==> src/rtl/param_measure_ctrl_if.sv <==
// Result handshake between the measurement scheduler and the display/UART consumer.
// The master side presents one result set per window; the slave side accepts it with res_ready.
interface param_measure_ctrl_if;
    logic        res_valid;
    logic        res_ready;
    logic [19:0] res_freq;
    logic [7:0]  res_vpp;
    logic [7:0]  res_max;
    logic [7:0]  res_min;
    logic        res_unstable;
    logic        res_drop;

    modport master (
        output res_valid, res_freq, res_vpp, res_max, res_min, res_unstable, res_drop,
        input  res_ready
    );

    modport slave (
        input  res_valid, res_freq, res_vpp, res_max, res_min, res_unstable, res_drop,
        output res_ready
    );
endinterface

==> src/rtl/param_measure_ctrl.sv <==
// Measurement-window scheduler: clears min/max trackers, samples results with a stability check and publishes them.
// Define PMC_AUTO_TRIG_EN to include the auto-midpoint trigger level; otherwise trig_level follows trig_manual.
module param_measure_ctrl #(
    parameter int          CLK_FS    = 50_000_000,
    parameter int          UPDATE_MS = 200,
    parameter logic [7:0]  MIN_VPP   = 8'd10,
    parameter int          MAX_RETRY = 3
) (
    input  logic                        clk,
    input  logic                        rst,
    input  logic                        trig_mode,
    input  logic [7:0]                  trig_manual,
    input  logic [19:0]                 meas_freq,
    input  logic [7:0]                  meas_vpp,
    input  logic [7:0]                  meas_max,
    input  logic [7:0]                  meas_min,
    output logic [7:0]                  trig_level,
    output logic                        meas_clr,
    output logic                        sig_present,
    param_measure_ctrl_if.master        res_if
);
    localparam logic [31:0] PERIOD_CYC  = 32'(CLK_FS / 1000 * UPDATE_MS);
    localparam logic [7:0]  MAX_RETRY_L = 8'(MAX_RETRY);

    typedef enum logic [2:0] {S_IDLE, S_CLEAR, S_WAIT, S_SAMP1, S_SAMP2, S_UPDATE} state_t;

    typedef struct packed {
        logic [19:0] freq;
        logic [7:0]  vpp;
        logic [7:0]  vmax;
        logic [7:0]  vmin;
    } meas_t;

    state_t      state_q, state_d;
    logic [31:0] cnt_q, cnt_d;
    logic [7:0]  retry_q, retry_d;
    logic        unstable_q, unstable_d;
    meas_t       a_q, a_d, b_q, b_d, res_q, res_d;
    logic        res_valid_q, res_valid_d;
    logic        res_unstable_q, res_unstable_d;
    logic        res_drop_q, res_drop_d;
    logic        meas_clr_q, meas_clr_d;
    logic        sig_present_q, sig_present_d;
    logic [7:0]  trig_q, trig_d;
    meas_t       cur;

    assign cur = '{freq: meas_freq, vpp: meas_vpp, vmax: meas_max, vmin: meas_min};

    always_comb begin
        state_d        = state_q;
        cnt_d          = cnt_q;
        retry_d        = retry_q;
        unstable_d     = unstable_q;
        a_d            = a_q;
        b_d            = b_q;
        res_d          = res_q;
        res_valid_d    = res_valid_q;
        res_unstable_d = res_unstable_q;
        res_drop_d     = 1'b0;
        meas_clr_d     = 1'b0;
        sig_present_d  = sig_present_q;

        if (res_valid_q && res_if.res_ready) begin
            res_valid_d = 1'b0;
        end

        // meas_clr is registered, so it is raised on the transition into CLEAR
        case (state_q)
            S_IDLE: begin
                state_d    = S_CLEAR;
                meas_clr_d = 1'b1;
            end
            S_CLEAR: begin
                cnt_d      = PERIOD_CYC - 32'd1;
                retry_d    = 8'd0;
                unstable_d = 1'b0;
                state_d    = S_WAIT;
            end
            S_WAIT: begin
                if (cnt_q == 32'd0) begin
                    state_d = S_SAMP1;
                end else begin
                    cnt_d = cnt_q - 32'd1;
                end
            end
            S_SAMP1: begin
                a_d     = cur;
                state_d = S_SAMP2;
            end
            S_SAMP2: begin
                b_d = cur;
                if (cur == a_q) begin
                    state_d = S_UPDATE;
                end else if (retry_q < MAX_RETRY_L) begin
                    retry_d = retry_q + 8'd1;
                    state_d = S_SAMP1;
                end else begin
                    unstable_d = 1'b1;
                    state_d    = S_UPDATE;
                end
            end
            S_UPDATE: begin
                res_d          = b_q;
                res_unstable_d = unstable_q;
                res_valid_d    = 1'b1;
                res_drop_d     = res_valid_q && !res_if.res_ready;
                if (b_q.vpp < MIN_VPP) begin
                    res_d.freq    = 20'd0;
                    sig_present_d = 1'b0;
                end else begin
                    sig_present_d = 1'b1;
                end
                state_d    = S_CLEAR;
                meas_clr_d = 1'b1;
            end
            default: state_d = S_IDLE;
        endcase

`ifdef PMC_AUTO_TRIG_EN
        trig_d = trig_q;
        if (!trig_mode) begin
            trig_d = trig_manual;
        end else if (state_q == S_UPDATE && b_q.vpp >= MIN_VPP) begin
            trig_d = 8'(({1'b0, b_q.vmax} + {1'b0, b_q.vmin}) >> 1);
        end
`else
        trig_d = trig_manual;
`endif
    end

`ifndef PMC_AUTO_TRIG_EN
    logic unused_trig_mode;
    assign unused_trig_mode = trig_mode;
`endif

    always_ff @(posedge clk) begin
        if (rst) begin
            state_q        <= S_IDLE;
            cnt_q          <= '0;
            retry_q        <= '0;
            unstable_q     <= 1'b0;
            a_q            <= '0;
            b_q            <= '0;
            res_q          <= '0;
            res_valid_q    <= 1'b0;
            res_unstable_q <= 1'b0;
            res_drop_q     <= 1'b0;
            meas_clr_q     <= 1'b0;
            sig_present_q  <= 1'b0;
            trig_q         <= 8'd128;
        end else begin
            state_q        <= state_d;
            cnt_q          <= cnt_d;
            retry_q        <= retry_d;
            unstable_q     <= unstable_d;
            a_q            <= a_d;
            b_q            <= b_d;
            res_q          <= res_d;
            res_valid_q    <= res_valid_d;
            res_unstable_q <= res_unstable_d;
            res_drop_q     <= res_drop_d;
            meas_clr_q     <= meas_clr_d;
            sig_present_q  <= sig_present_d;
            trig_q         <= trig_d;
        end
    end

    assign trig_level          = trig_q;
    assign meas_clr            = meas_clr_q;
    assign sig_present         = sig_present_q;
    assign res_if.res_valid    = res_valid_q;
    assign res_if.res_freq     = res_q.freq;
    assign res_if.res_vpp      = res_q.vpp;
    assign res_if.res_max      = res_q.vmax;
    assign res_if.res_min      = res_q.vmin;
    assign res_if.res_unstable = res_unstable_q;
    assign res_if.res_drop     = res_drop_q;
endmodule

==> src/flat_wrapper.sv <==
// flat-port wrapper written by rule: the top's interface ports become plain ports
module param_measure_ctrl_flat 
#(
    parameter int          CLK_FS    = 50_000_000,
    parameter int          UPDATE_MS = 200,
    parameter logic [7:0]  MIN_VPP   = 8'd10,
    parameter int          MAX_RETRY = 3
)
  (clk, rst, trig_mode, trig_manual, meas_freq, meas_vpp, meas_max, meas_min, trig_level, meas_clr, sig_present, res_if_res_valid, res_if_res_freq, res_if_res_vpp, res_if_res_max, res_if_res_min, res_if_res_unstable, res_if_res_drop, res_if_res_ready);
  param_measure_ctrl_if res_if_i ();
  input  logic clk;
  input  logic rst;
  input  logic trig_mode;
  input  logic [7:0] trig_manual;
  input  logic [19:0] meas_freq;
  input  logic [7:0] meas_vpp;
  input  logic [7:0] meas_max;
  input  logic [7:0] meas_min;
  output logic [7:0] trig_level;
  output logic meas_clr;
  output logic sig_present;
  output wire logic [$bits(res_if_i.res_valid)-1:0] res_if_res_valid;
  output wire logic [$bits(res_if_i.res_freq)-1:0] res_if_res_freq;
  output wire logic [$bits(res_if_i.res_vpp)-1:0] res_if_res_vpp;
  output wire logic [$bits(res_if_i.res_max)-1:0] res_if_res_max;
  output wire logic [$bits(res_if_i.res_min)-1:0] res_if_res_min;
  output wire logic [$bits(res_if_i.res_unstable)-1:0] res_if_res_unstable;
  output wire logic [$bits(res_if_i.res_drop)-1:0] res_if_res_drop;
  input wire logic [$bits(res_if_i.res_ready)-1:0] res_if_res_ready;
  assign res_if_res_valid = res_if_i.res_valid;
  assign res_if_res_freq = res_if_i.res_freq;
  assign res_if_res_vpp = res_if_i.res_vpp;
  assign res_if_res_max = res_if_i.res_max;
  assign res_if_res_min = res_if_i.res_min;
  assign res_if_res_unstable = res_if_i.res_unstable;
  assign res_if_res_drop = res_if_i.res_drop;
  assign res_if_i.res_ready = res_if_res_ready;
  param_measure_ctrl #(.CLK_FS(CLK_FS), .UPDATE_MS(UPDATE_MS), .MIN_VPP(MIN_VPP), .MAX_RETRY(MAX_RETRY)) u_core (.clk(clk), .rst(rst), .trig_mode(trig_mode), .trig_manual(trig_manual), .meas_freq(meas_freq), .meas_vpp(meas_vpp), .meas_max(meas_max), .meas_min(meas_min), .trig_level(trig_level), .meas_clr(meas_clr), .sig_present(sig_present), .res_if(res_if_i));
endmodule
==> config.mk <==
export PLATFORM = sky130hd
export DESIGN_NAME = param_measure_ctrl_flat
export DESIGN_NICKNAME = d
export VERILOG_FILES = /design/src/rtl/param_measure_ctrl_if.sv /design/src/rtl/param_measure_ctrl.sv /design/src/flat_wrapper.sv
export SDC_FILE = /design/constraint.sdc
export NUM_CORES = 1
export LEC_CHECK = 0
export CAP_MARGIN = 40
export CORE_ASPECT_RATIO = 0.8
export CORE_MARGIN = 3
export CORE_UTILIZATION = 45
export CTS_CLUSTER_SIZE = 20
export DETAILED_ROUTE_END_ITERATION = 8
export PLACE_DENSITY = 0.69
export SLEW_MARGIN = 40
export SYNTH_ARGS = -nofsm -noshare
export SYNTH_HDL_FRONTEND = slang
export SYNTH_SLANG_ARGS = --single-unit
==> constraint.sdc <==
create_clock -name clk -period 2.7 [get_ports clk]
set_input_delay 0.54 -clock clk [delete_from_list [all_inputs] [get_ports clk]]
set_output_delay 0.54 -clock clk [all_outputs]
set_load 0.02 [all_outputs]
==> out/qor.txt <==
HP Class: in -> reg
Met3 Usage GRT: 6.744%
Async S/R FF share, synth: 0%
H-Tree Depth: 4
Gr usage total: 21.36%
Diodes inserted: 0
Status: finished clean
FP Rows: 41
Seq cells post-synth: 189
Commonest non-fill, non-tap cell in the layout: nand2_1
Primary FF master, synth: dfxtp_1
Initial antenna violation count: 0
Worst setup SP type: input pin
Hold path startpoint: rst
Post-Synth Adder-Cell Area: 0.5093%
CTS clock-pin slew for the worst setup and hold paths: 60 ps
Max-cap violation count: 0
CTS tree: built
DR vias/cell: 5.159
Hold_ws: 349.9 ps
Fill count: 1441
Clock Sinks: 189
Hold Path Depth: 2
GP Congestion: 0.8481
Area growth syn-to-layout: 28.23%
Postcts setup bufs: 0
PostCTS Resize Cnt: 0
Clk_lat worst skew: 440 ps
Sink of the worst hold path: u_core.cnt_q[23]
YS warnings: 0
Rel. slew slack: 56.45%
Comb pwr share: 10.5%
Nets: 1057
Synth Area per Inst: 8.366 um2
Seq pwr share: 48.3%
Root Driver: clkbuf_16
EDFF count, synth: 0
CTS Buffer Depth: 2
Period utilization: 88.94%
Final hold violation count: 0
Met2 usage: 30.69%
Reg2reg end: u_core.cnt_q[22]
Layout cells sized above 1: 9.001%
Dpl ws: -108.2 ps
# port buffers: 111
Mux cell area share after synthesis: 0.1358%
LEAKAGE: 0.003157 uW
Initial Utilization: 46.35%
Worst setup margin: 298.6 ps
Mapped Area: 7371 um2
Antenna Nets Post-Route: 0
Vias in the first global route: 5917
Peak clock frequency supported by timing: 416.4 MHz
Post-synth top area share: 51.33%
CP max FO: 2
Main combinational cell family by area after synthesis: simple AND/OR/NAND/NOR gates
Drc violations: 0
Ports: 113
Setup crit end kind: flip-flop
Seq/Total Area, Yosys: 51.33%
Final min period: 2401 ps
Worst reg2reg startpoint: u_core.state_q[1]
Post-Synth XOR/XNOR Area: 7.842%
M1 GR Usage: 30.67%
Class of the most critical setup path: in -> reg
Largest net degree at the start of global routing: 64
RSZ-0062 raised after global routing: no
Final setup violation count: 0
Via count of the routed design: 6325
GRT Max-Usage Layer: met2
Synth area leader: dfxtp_1
Ranking of synthesized cells by area: dfxtp_1 (51%), nand2_1 (12%), a21oi_1 (8.8%)
Worst VDD drop: 491.8 uV
Total global routing overflow: 0
Cell-internal power: 4583 uW
DRT Wirelength: 18800 um
CTS Buf Count: 17
Simple-gate share of the synthesized area: 24.17%
Synth cell types: 53
Sw Ratio: 24.49%
R2r setup slk: 420 ps
DR iter-0 viols: 447
Clock power frac: 41.2%
Compound-cell area share of the yosys netlist: 12.99%
Hold Buf Count CTS: 0
Final HPWL DP: 12550 um
Psw: 1487 uW
Mapped Cells: 881
Die W: 149.1 um
Full die area: 17960 um2
DR WL/cell: 15.33 um
CP Data Arrival Time: 2750 ps
Layout Skew: 6.803 ps
Setup TNS: 0 ps
Die Y: 120.5 um
Core footprint: 15900 um2
Power density over cell area: 642.2 nW/um2
Most frequent cells in the layout: nand2_1 (242), dfxtp_1 (189), a21oi_1 (129), clkdlybuf4s50_1 (110), xnor2_1 (53)
Slew @ Worst Pin: 653.2 ps
Synthesized Nets: 940
Critical path required time: 3050 ps
Slew Limit Fails: 0
Count of TritonRoute iterations in the first routing pass: 5
First-pass GRT wire length: 30330 um
R2r worst-path depth: 6
-- power by group through the flow --
stage | sequential (uW) | clock [uW] | combinational [uW]
4_1_cts | 2930 | 2550 | 636
5_1_grt | 2940 | 2670 | 704
6_report | 2930 | 2500 | 638
3_3_place_gp | 2990 | 0 | 622
3_5_place_dp | 2990 | 0 | 629
2_1_floorplan | 2990 | 0 | 381
-- critical path, cell delays in order --
cell             delay, ps
clkdlybuf4s50_1        460
xnor2_1                300
nand4_1                130
nor4_1                 340
buf_4                  170
a31oi_1                100
or4b_2                 620
o31ai_1                 90
-- synthesized netlist by cell type (4+ instances only) --
library cell  count
a22oi_1          20
nand3_1          13
a31oi_1           5
a21oi_1         129
nor3_1           17
a211oi_1          4
clkbuf_1         53
nor2_1           50
nor2b_1          10
nand4_1          12
xnor2_1          53
nand2_1         242
xor2_1           13
dfxtp_1         189
nor4_1           10
and2_1            7
-- per-layer routing --
layer / share of wire, % / vias to the layer above
met5: 0 / -
met1: 48 / 2932
met4: 1.7 / 0
met3: 7.0 / 23
li1: - / 3186
met2: 43 / 184
-- through the flow --
| step | instance area [um2] | utilization [%] | instances | total power, uW |
|---|---|---|---|---|
| finish | 9452 | 59.43 | 1226 | 6070 |
| detailed placement | 8864 | 55.74 | 1194 | 3623 |
| CTS | 9452 | 59.43 | 1226 | 6116 |
| floorplan | 7371 | - | 881 | 3368 |
| global route | 9452 | 59.43 | 1226 | 6318 |
| global placement | 8861 | 55.72 | 1194 | 3612 |
-- cell families (layout without fill, tap and decap cells) --
kind of cell / Yosys count / in the layout
buf+inv: 58 / 188
xor+xnor: 66 / 66
mux: 1 / 1
fa+ha+maj: 3 / 3
simple gates: 393 / 393
compound gates: 171 / 171
flops: 189 / 189
-- flip-flops by register name (all words and copies together) (netlist names) --
register and cells:
u_core.res_if.res_max 8, u_core.res_if.res_vpp 8, u_core.retry_q 8, u_core.res_if.res_freq 20, u_core.state_q 3, u_core.a_q 44, u_core.unstable_q 1, u_core.res_if.res_min 8
u_core.trig_level 8, u_core.res_if.res_drop 1, u_core.res_if.res_valid 1, u_core.b_q 44, u_core.meas_clr 1, u_core.res_if.res_unstable 1, u_core.sig_present 1, u_core.cnt_q 32
-- worst max-delay path by stage --
stage | slack [ps] | endpoint | depth (start not counted) | from
floorplan | 690 | u_core.retry_q[0] | 6 | meas_freq[7]
global placement | -70 | u_core.retry_q[0] | 8 | meas_max[0]
detailed placement | -110 | u_core.retry_q[0] | 8 | meas_freq[1]
CTS | 320 | u_core.retry_q[0] | 8 | meas_freq[1]
global route | 180 | u_core.retry_q[0] | 8 | meas_freq[7]
finish | 300 | u_core.retry_q[0] | 8 | meas_min[5]
-- cell type report --
cell class	instances	area, um2	share of cell area [%]
clock inverters	9	110.1	1.165
multi-input cells	634	3372	35.68
clock buffers	23	478.0	5.057
flip-flops and latches	189	3784	40.03
repair buffers	154	1431	15.14
inverters	2	7.507	0.07943
well taps	215	269.0	2.846
Note: power is estimated with default switching activity, not from simulation.
